### config.mk
export PLATFORM = sky130hd
export DESIGN_NAME = vga_scanout
export DESIGN_NICKNAME = d
export VERILOG_FILES = /design/src/rtl/vga_scanout.sv
export SDC_FILE = /design/constraint.sdc
export NUM_CORES = 2
export LEC_CHECK = 0
export ABC_AREA = 1
export CAP_MARGIN = 20
export CORE_ASPECT_RATIO = 0.7
export CORE_UTILIZATION = 55
export CTS_CLUSTER_DIAMETER = 60
export DETAILED_ROUTE_END_ITERATION = 8
export GPL_TIMING_DRIVEN = 0
export PLACE_DENSITY_LB_ADDON = 0.15
export SLEW_MARGIN = 20
export SYNTH_ARGS = -nofsm -noshare
export SYNTH_HDL_FRONTEND = slang
export SYNTH_SLANG_ARGS = --single-unit
### constraint.sdc
create_clock -name clk -period 6.2 [get_ports clk]
set_clock_uncertainty 0.2 [all_clocks]
set_input_delay 1.55 -clock clk [delete_from_list [all_inputs] [get_ports clk]]
set_output_delay 1.55 -clock clk [all_outputs]
set_load 0.03 [all_outputs]
### src/rtl/vga_scanout.sv
// vga_scanout: turns raster timing (x/y/visible/syncs) into palette colour.
// Issues a framebuffer read for every visible pixel (2x doubled in both axes),
// looks the returned index up in a 256x12 palette and presents registered
// colour together with hsync/vsync/frame_start, all delayed by
// L = FB_LATENCY + 2 cycles so that everything leaves aligned.
//
// Ports:
//   clk, rst                 pixel clock, synchronous active-high reset
//   hsync_in, vsync_in       raster syncs (active-high)
//   x_in, y_in, visible_in   raster position and active-area flag
//   fb_rd_en, fb_addr        framebuffer read request (combinational)
//   fb_rd_data               palette index, valid FB_LATENCY cycles later
//   pal_we/pal_addr/pal_wdata palette write port, {R,G,B} 4 bits each
//   vga_r/g/b, hsync, vsync  registered video outputs
//   frame_start              one-cycle pulse with pixel (0,0) on the outputs
module vga_scanout #(
    parameter int unsigned FB_WIDTH    = 320,
    parameter int unsigned FB_LATENCY  = 2,
    parameter int unsigned INDEX_WIDTH = 32,
    parameter int unsigned ADDR_WIDTH  = 17
) (
    input  logic                   clk,
    input  logic                   rst,
    input  logic                   hsync_in,
    input  logic                   vsync_in,
    input  logic [INDEX_WIDTH-1:0] x_in,
    input  logic [INDEX_WIDTH-1:0] y_in,
    input  logic                   visible_in,
    output logic                   fb_rd_en,
    output logic [ADDR_WIDTH-1:0]  fb_addr,
    input  logic [7:0]             fb_rd_data,
    input  logic                   pal_we,
    input  logic [7:0]             pal_addr,
    input  logic [11:0]            pal_wdata,
    output logic [3:0]             vga_r,
    output logic [3:0]             vga_g,
    output logic [3:0]             vga_b,
    output logic                   hsync,
    output logic                   vsync,
    output logic                   frame_start
);

    // Total pipeline depth; the output register is the last stage, so the
    // tag shift register itself is one stage shorter.
    localparam int unsigned LAT       = FB_LATENCY + 2;
    localparam int unsigned DLY_DEPTH = LAT - 1;
    localparam int unsigned TAG_W     = 4;
    localparam int unsigned PAL_W     = 12;
    localparam int unsigned PAL_DEPTH = 256;

    // Bit positions inside a delay-line tag.
    localparam int unsigned TAG_HS    = 0;
    localparam int unsigned TAG_VS    = 1;
    localparam int unsigned TAG_VIS   = 2;
    localparam int unsigned TAG_FIRST = 3;

    logic                          w_first;
    logic [TAG_W-1:0]              w_tag;
    logic [ADDR_WIDTH-1:0]         w_addr_calc;
    logic                          w_rd_vis;
    logic [7:0]                    w_pal_idx;
    logic [TAG_W-1:0]              w_out_tag;

    logic [DLY_DEPTH-1:0][TAG_W-1:0] r_dly;
    logic [PAL_W-1:0]              r_pal [PAL_DEPTH];
    logic [PAL_W-1:0]              r_pal_q;

    // Stage 0: per-pixel tag that rides alongside the framebuffer read.
    assign w_first = visible_in && (x_in == '0) && (y_in == '0);
    assign w_tag   = {w_first, visible_in, vsync_in, hsync_in};

    // Pixel doubling: each framebuffer byte covers a 2x2 block of screen pixels.
    assign w_addr_calc = ADDR_WIDTH'(y_in >> 1) * ADDR_WIDTH'(FB_WIDTH)
                       + ADDR_WIDTH'(x_in >> 1);

    // Framebuffer read request; address parked at zero outside the active area.
    always_comb begin
        fb_rd_en = visible_in;
        fb_addr  = '0;
        if (visible_in) begin
            fb_addr = w_addr_calc;
        end
    end

    // Tag delay line; stage i holds the tag of the pixel issued i+1 cycles ago.
    always_ff @(posedge clk) begin
        if (rst) begin
            r_dly <= '0;
        end else begin
            r_dly <= {r_dly[DLY_DEPTH-2:0], w_tag};
        end
    end

    // Tag of the pixel whose framebuffer data is arriving this cycle. Blanked
    // pixels read entry 0 so an undriven fb_rd_data never reaches the palette.
    assign w_rd_vis  = r_dly[FB_LATENCY-1][TAG_VIS];
    assign w_pal_idx = w_rd_vis ? fb_rd_data : 8'h00;

    // Palette: read-first on a same-index write, never reset, writable in reset.
    always_ff @(posedge clk) begin
        if (pal_we) begin
            r_pal[pal_addr] <= pal_wdata;
        end
        r_pal_q <= r_pal[w_pal_idx];
    end

    assign w_out_tag = r_dly[DLY_DEPTH-1];

    // Output register: colour blanked outside the active area.
    always_ff @(posedge clk) begin
        if (rst) begin
            vga_r       <= 4'h0;
            vga_g       <= 4'h0;
            vga_b       <= 4'h0;
            hsync       <= 1'b0;
            vsync       <= 1'b0;
            frame_start <= 1'b0;
        end else begin
            if (w_out_tag[TAG_VIS]) begin
                vga_r <= r_pal_q[11:8];
                vga_g <= r_pal_q[7:4];
                vga_b <= r_pal_q[3:0];
            end else begin
                vga_r <= 4'h0;
                vga_g <= 4'h0;
                vga_b <= 4'h0;
            end
            hsync       <= w_out_tag[TAG_HS];
            vsync       <= w_out_tag[TAG_VS];
            frame_start <= w_out_tag[TAG_FIRST];
        end
    end

endmodule

After elaboration in Yosys (flattened, before gate mapping)
Memories as Yosys holds them, arrays and structs flattened. A register that Yosys moved wholly into a read port is not among the register bits. Cells that the tools add are included.

$add $sub $neg: 1. Multipliers: 1. Muxes and demuxes: 4. Bitwise logic cells: 1. Reduce and logical (&&, ||, !) cells: 5.

Operator list (count): logical NOT 32 bit (2); adder 17 bit (1); multiplier 17 x 3 -> 11 bit (second input constant) (1); 2-to-1 mux 17 bit (1); 2-to-1 mux 8 bit (1); logical AND 1 bit (2); 2-to-1 mux 1 bit (2); OR reduction 2 bit (1); NOT 1 bit (1).

Flip-flop bits (word level): 27. RAM bits: 3072. Bits of input ports: 98. Output and inout bits: 33. Word-level logic and storage cells: 22. Memories kept: 1.

Memory list: r_pal (words 256, bits a word 12, read ports 1, clocked after Yosys merged registers in 1, write ports 1, RTL line 65) `logic [PAL_W-1:0] r_pal [PAL_DEPTH];`.

Depth between registers and ports, before layout
Word-level depth: 3. Depth in mapped cells: 17. Depth with buffers taken out: 17.

Worst setup path after synthesis
Ideal clock, no wire load.

Kind: input to output. Start: input port y_in[2]. End: output port fb_addr[16]. Arrival time: 4248 ps. Data required time: 4450 ps. Setup slack: 202 ps. Cell stages on the path: 17. Path buffers: 0. Path through: ha_1 > ha_1 > fa_1 > a21oi_1 > o21ai_0 > nand2_1 > nand2_1 > a21oi_1 > xnor2_1 > ha_1 > nand2_1 > nor2_1 > nand3_1 > o2111ai_1 > nand3_1 > nand2_1 > nor2_1.

Word-level cells in the longest chain between the ends: 3.

Ends and longest elaborated chain: start, declared (RTL line 27) `input logic [INDEX_WIDTH-1:0] y_in,`; multiplier 17 x 3 -> 11 bit (RTL line 73) `assign w_addr_calc = ADDR_WIDTH'(y_in >> 1) * ADDR_WIDTH'(FB_WIDTH)`; adder 17 bit (RTL line 74) `+ ADDR_WIDTH'(x_in >> 1);`; 2-to-1 mux 17 bit (RTL line 80) `if (visible_in) begin`; end, declared (RTL line 30) `output logic [ADDR_WIDTH-1:0] fb_addr,`.

No other way between the ends.

Final worst setup path
Start: input port y_in[4]. End: output port fb_addr[14].

The elaborated chain is that of the path after synthesis.

==> metrics.txt <==
FP Rows 150; Slew HR 0.122; Hold WC Path Type reg -> reg; height of the die 414 um; vias in the first global route 86511; Initial Util 0.556; critical path endpoint category primary output; clock buffer depth 4; Setup-failing EPs final 0; placed cell areas 140000 um2; Final Max Slew Viols 0; WL final 473000 um; Die W 591 um; cell area after synthesis 133000 um2; commonest non-fill, non-tap cell in the layout edfxtp_1; non-filler instance count after layout 16266; drt drc 0; Max-cap violations 0; all-layer global routing usage 0.381; antenna violations before repair 30; largest net degree at the start of global routing 102; CTS tree done; arrival time worst endpoint 4.33 ns; layout cells sized above 1 0.0853; Worst Path Max Fanout 4; Final Worst Setup Slack 0.119 ns; final worst-path cycle share 0.981; CTS buffer count 301; antenna viol nets, final 0; Yosys warnings 0; clock transition at the registers of the reported paths 0.06 ns; status complete, no violations; pre-CTS setup slack -1.12 ns; sequential area share after synthesis 0.698; root buffer cell clkbuf_16; Clock Sinks 3111; post-route cell area 150000 um2; most frequent cells in the layout 3072 x edfxtp_1, 2887 x nand2_1, 2389 x nand3_1; dpl hpwl 336000 um; GPL Wtd Cong 1.05; GR Overflow Total 0; DRT iter0 DRCs 18214; Hold Vio Cnt, Final 0; IO Pins 131; Post-Syn Instances 12332; htree depth 5; total number of vias 97462; Tmin final 6.08 ns; count of cell types in the netlist 32; leak pwr 60.2 nW; Pwr Density 290 nW/um2; core box area 240000 um2; CP Data Required Time 4.45 ns; unrepaired setup endpoints after global routing no; Startpoint Class input pin; Avg Vias per Cell 5.99; kind of critical path in -> out; Max Fclk 164 MHz; Setup TNS 0 ns; worst vdd ir 0.000253 V; Placed Instances 15713; drt pass-1 iters 9; Clk Latency, worst-skew pair 0.90 ns; final net count 12969; Slew @ Worst Pin 1.32 ns; syn_area_per_cell 10.8 um2; die area 244000 um2; Area Overhead vs Synth 12.5%; Synth Register Bits 3111; first-pass GRT wire length 647000 um; routed len/inst 29.1 um; Port Buffers 128; syn_nets 12457
## repair_timing
action	in CTS	in global routing
setup endpoints to repair	7	5
gates cloned	0	0
pin swaps	9	14
buffers inserted	3	1
gates resized for setup	45	23
hold buffers	0	0
## where the power goes
group / total (W) / internal, W / switching (W)
Combinational: 0.00247 / 0.000574 / 0.00189
Sequential: 0.0232 / 0.0231 / 0.0000144
Clock: 0.0179 / 0.00989 / 0.00801
Total: 0.0435 / 0.0336 / 0.00992
## layout make-up
cell class / instances / area [um2]
Clock inverter: 144 / 1160
Timing Repair Buffer: 209 / 2870
Clock buffer: 378 / 8030
Inverter: 2023 / 7600
Antenna cell: 11 / 27.5
Sequential cell: 3111 / 93000
Fill cell: 18923 / 89800
Buffer: 721 / 3390
Multi-Input combinational cell: 6477 / 30000
Tap cell: 3192 / 3990
## registers in the layout, summed over array words and instances (netlist names)
register	flops
frame_start	1
hsync	1
r_dly	8
r_pal	3072
r_pal_q	12
vga_b	4
vga_g	4
vga_r	4
vsync	1
w_out_tag	4
## cells in the mapped netlist
cell,count,area share
clkinv_1,2,0.000056
o21bai_1,1,0.000056
inv_1,2019,0.057
nor2_1,582,0.016
edfxtp_1,3072,0.69
nor4_1,17,0.00080
a21oi_1,14,0.00053
or2_2,1,0.000047
nand2_4,2,0.00017
a31oi_1,1,0.000047
buf_1,84,0.0024
buf_2,361,0.014
nand3_1,2389,0.090
fa_1,2,0.00030
o211ai_1,396,0.022
o221ai_1,1,0.000066
clkbuf_1,236,0.0066
xnor2_1,5,0.00033
nand3b_1,1,0.000056
and2_1,1,0.000047
inv_4,1,0.000047
nor3_1,1,0.000037
nand4_1,3,0.00014
buf_4,28,0.0016
buf_6,12,0.0010
clkinv_2,1,0.000037
o2111ai_1,1,0.000066
xor2_1,5,0.00033
ha_1,25,0.0023
dfxtp_1,39,0.0059
o21ai_0,140,0.0053
nand2_1,2889,0.081
## metal layers
metal	part of all wire	track usage	vias up
met5	0.00031	0	-
met4	0.037	0.126	16
met3	0.18	0.153	761
met2	0.39	0.501	7303
met1	0.39	0.572	47104
li1	-	-	42278
## logic make-up after synthesis
family | share of synthesized area
xor gates and xnor gates | 0.000657
AOI/OAI and AO/OA | 0.0283
buffers and inverters | 0.0821
and+or+nand+nor | 0.189
adders and majority gates | 0.00265
DFF | 0.698
## stage by stage
step | utilization | hold slack, ns | total power, W
after floorplan | - | 0.188 | 0.0245
after global placement | 0.578 | 0.195 | 0.0261
after detailed placement | 0.585 | 0.199 | 0.0259
after CTS | 0.624 | 0.208 | 0.0433
after global routing | 0.626 | 0.218 | 0.0443
final | 0.626 | 0.206 | 0.0435
## worst paths after layout
check / slack (ns) / cells past startpoint / start / endpoint
worst max-delay path: 0.12 / 13 / y_in[4] / fb_addr[14]
worst min-delay path: 0.21 / 2 / w_out_tag[1] / vsync
worst max register to register: 1.66 / 12 / r_dly[6] / r_pal_q[8]
worst min register to register: 0.21 / 2 / w_out_tag[1] / vsync
## critical path, stage by stage
cell and delay, ns:
buf_4 0.13, ha_4 0.24, ha_4 0.17, fa_2 0.40, xor2_1 0.19, ha_1 0.36
nand2_1 0.08, o21ai_0 0.31, a21oi_1 0.12, o21ai_0 0.22, xor2_1 0.26, nor2_1 0.10
buf_4 0.18
(Power assumes the default switching activity.)
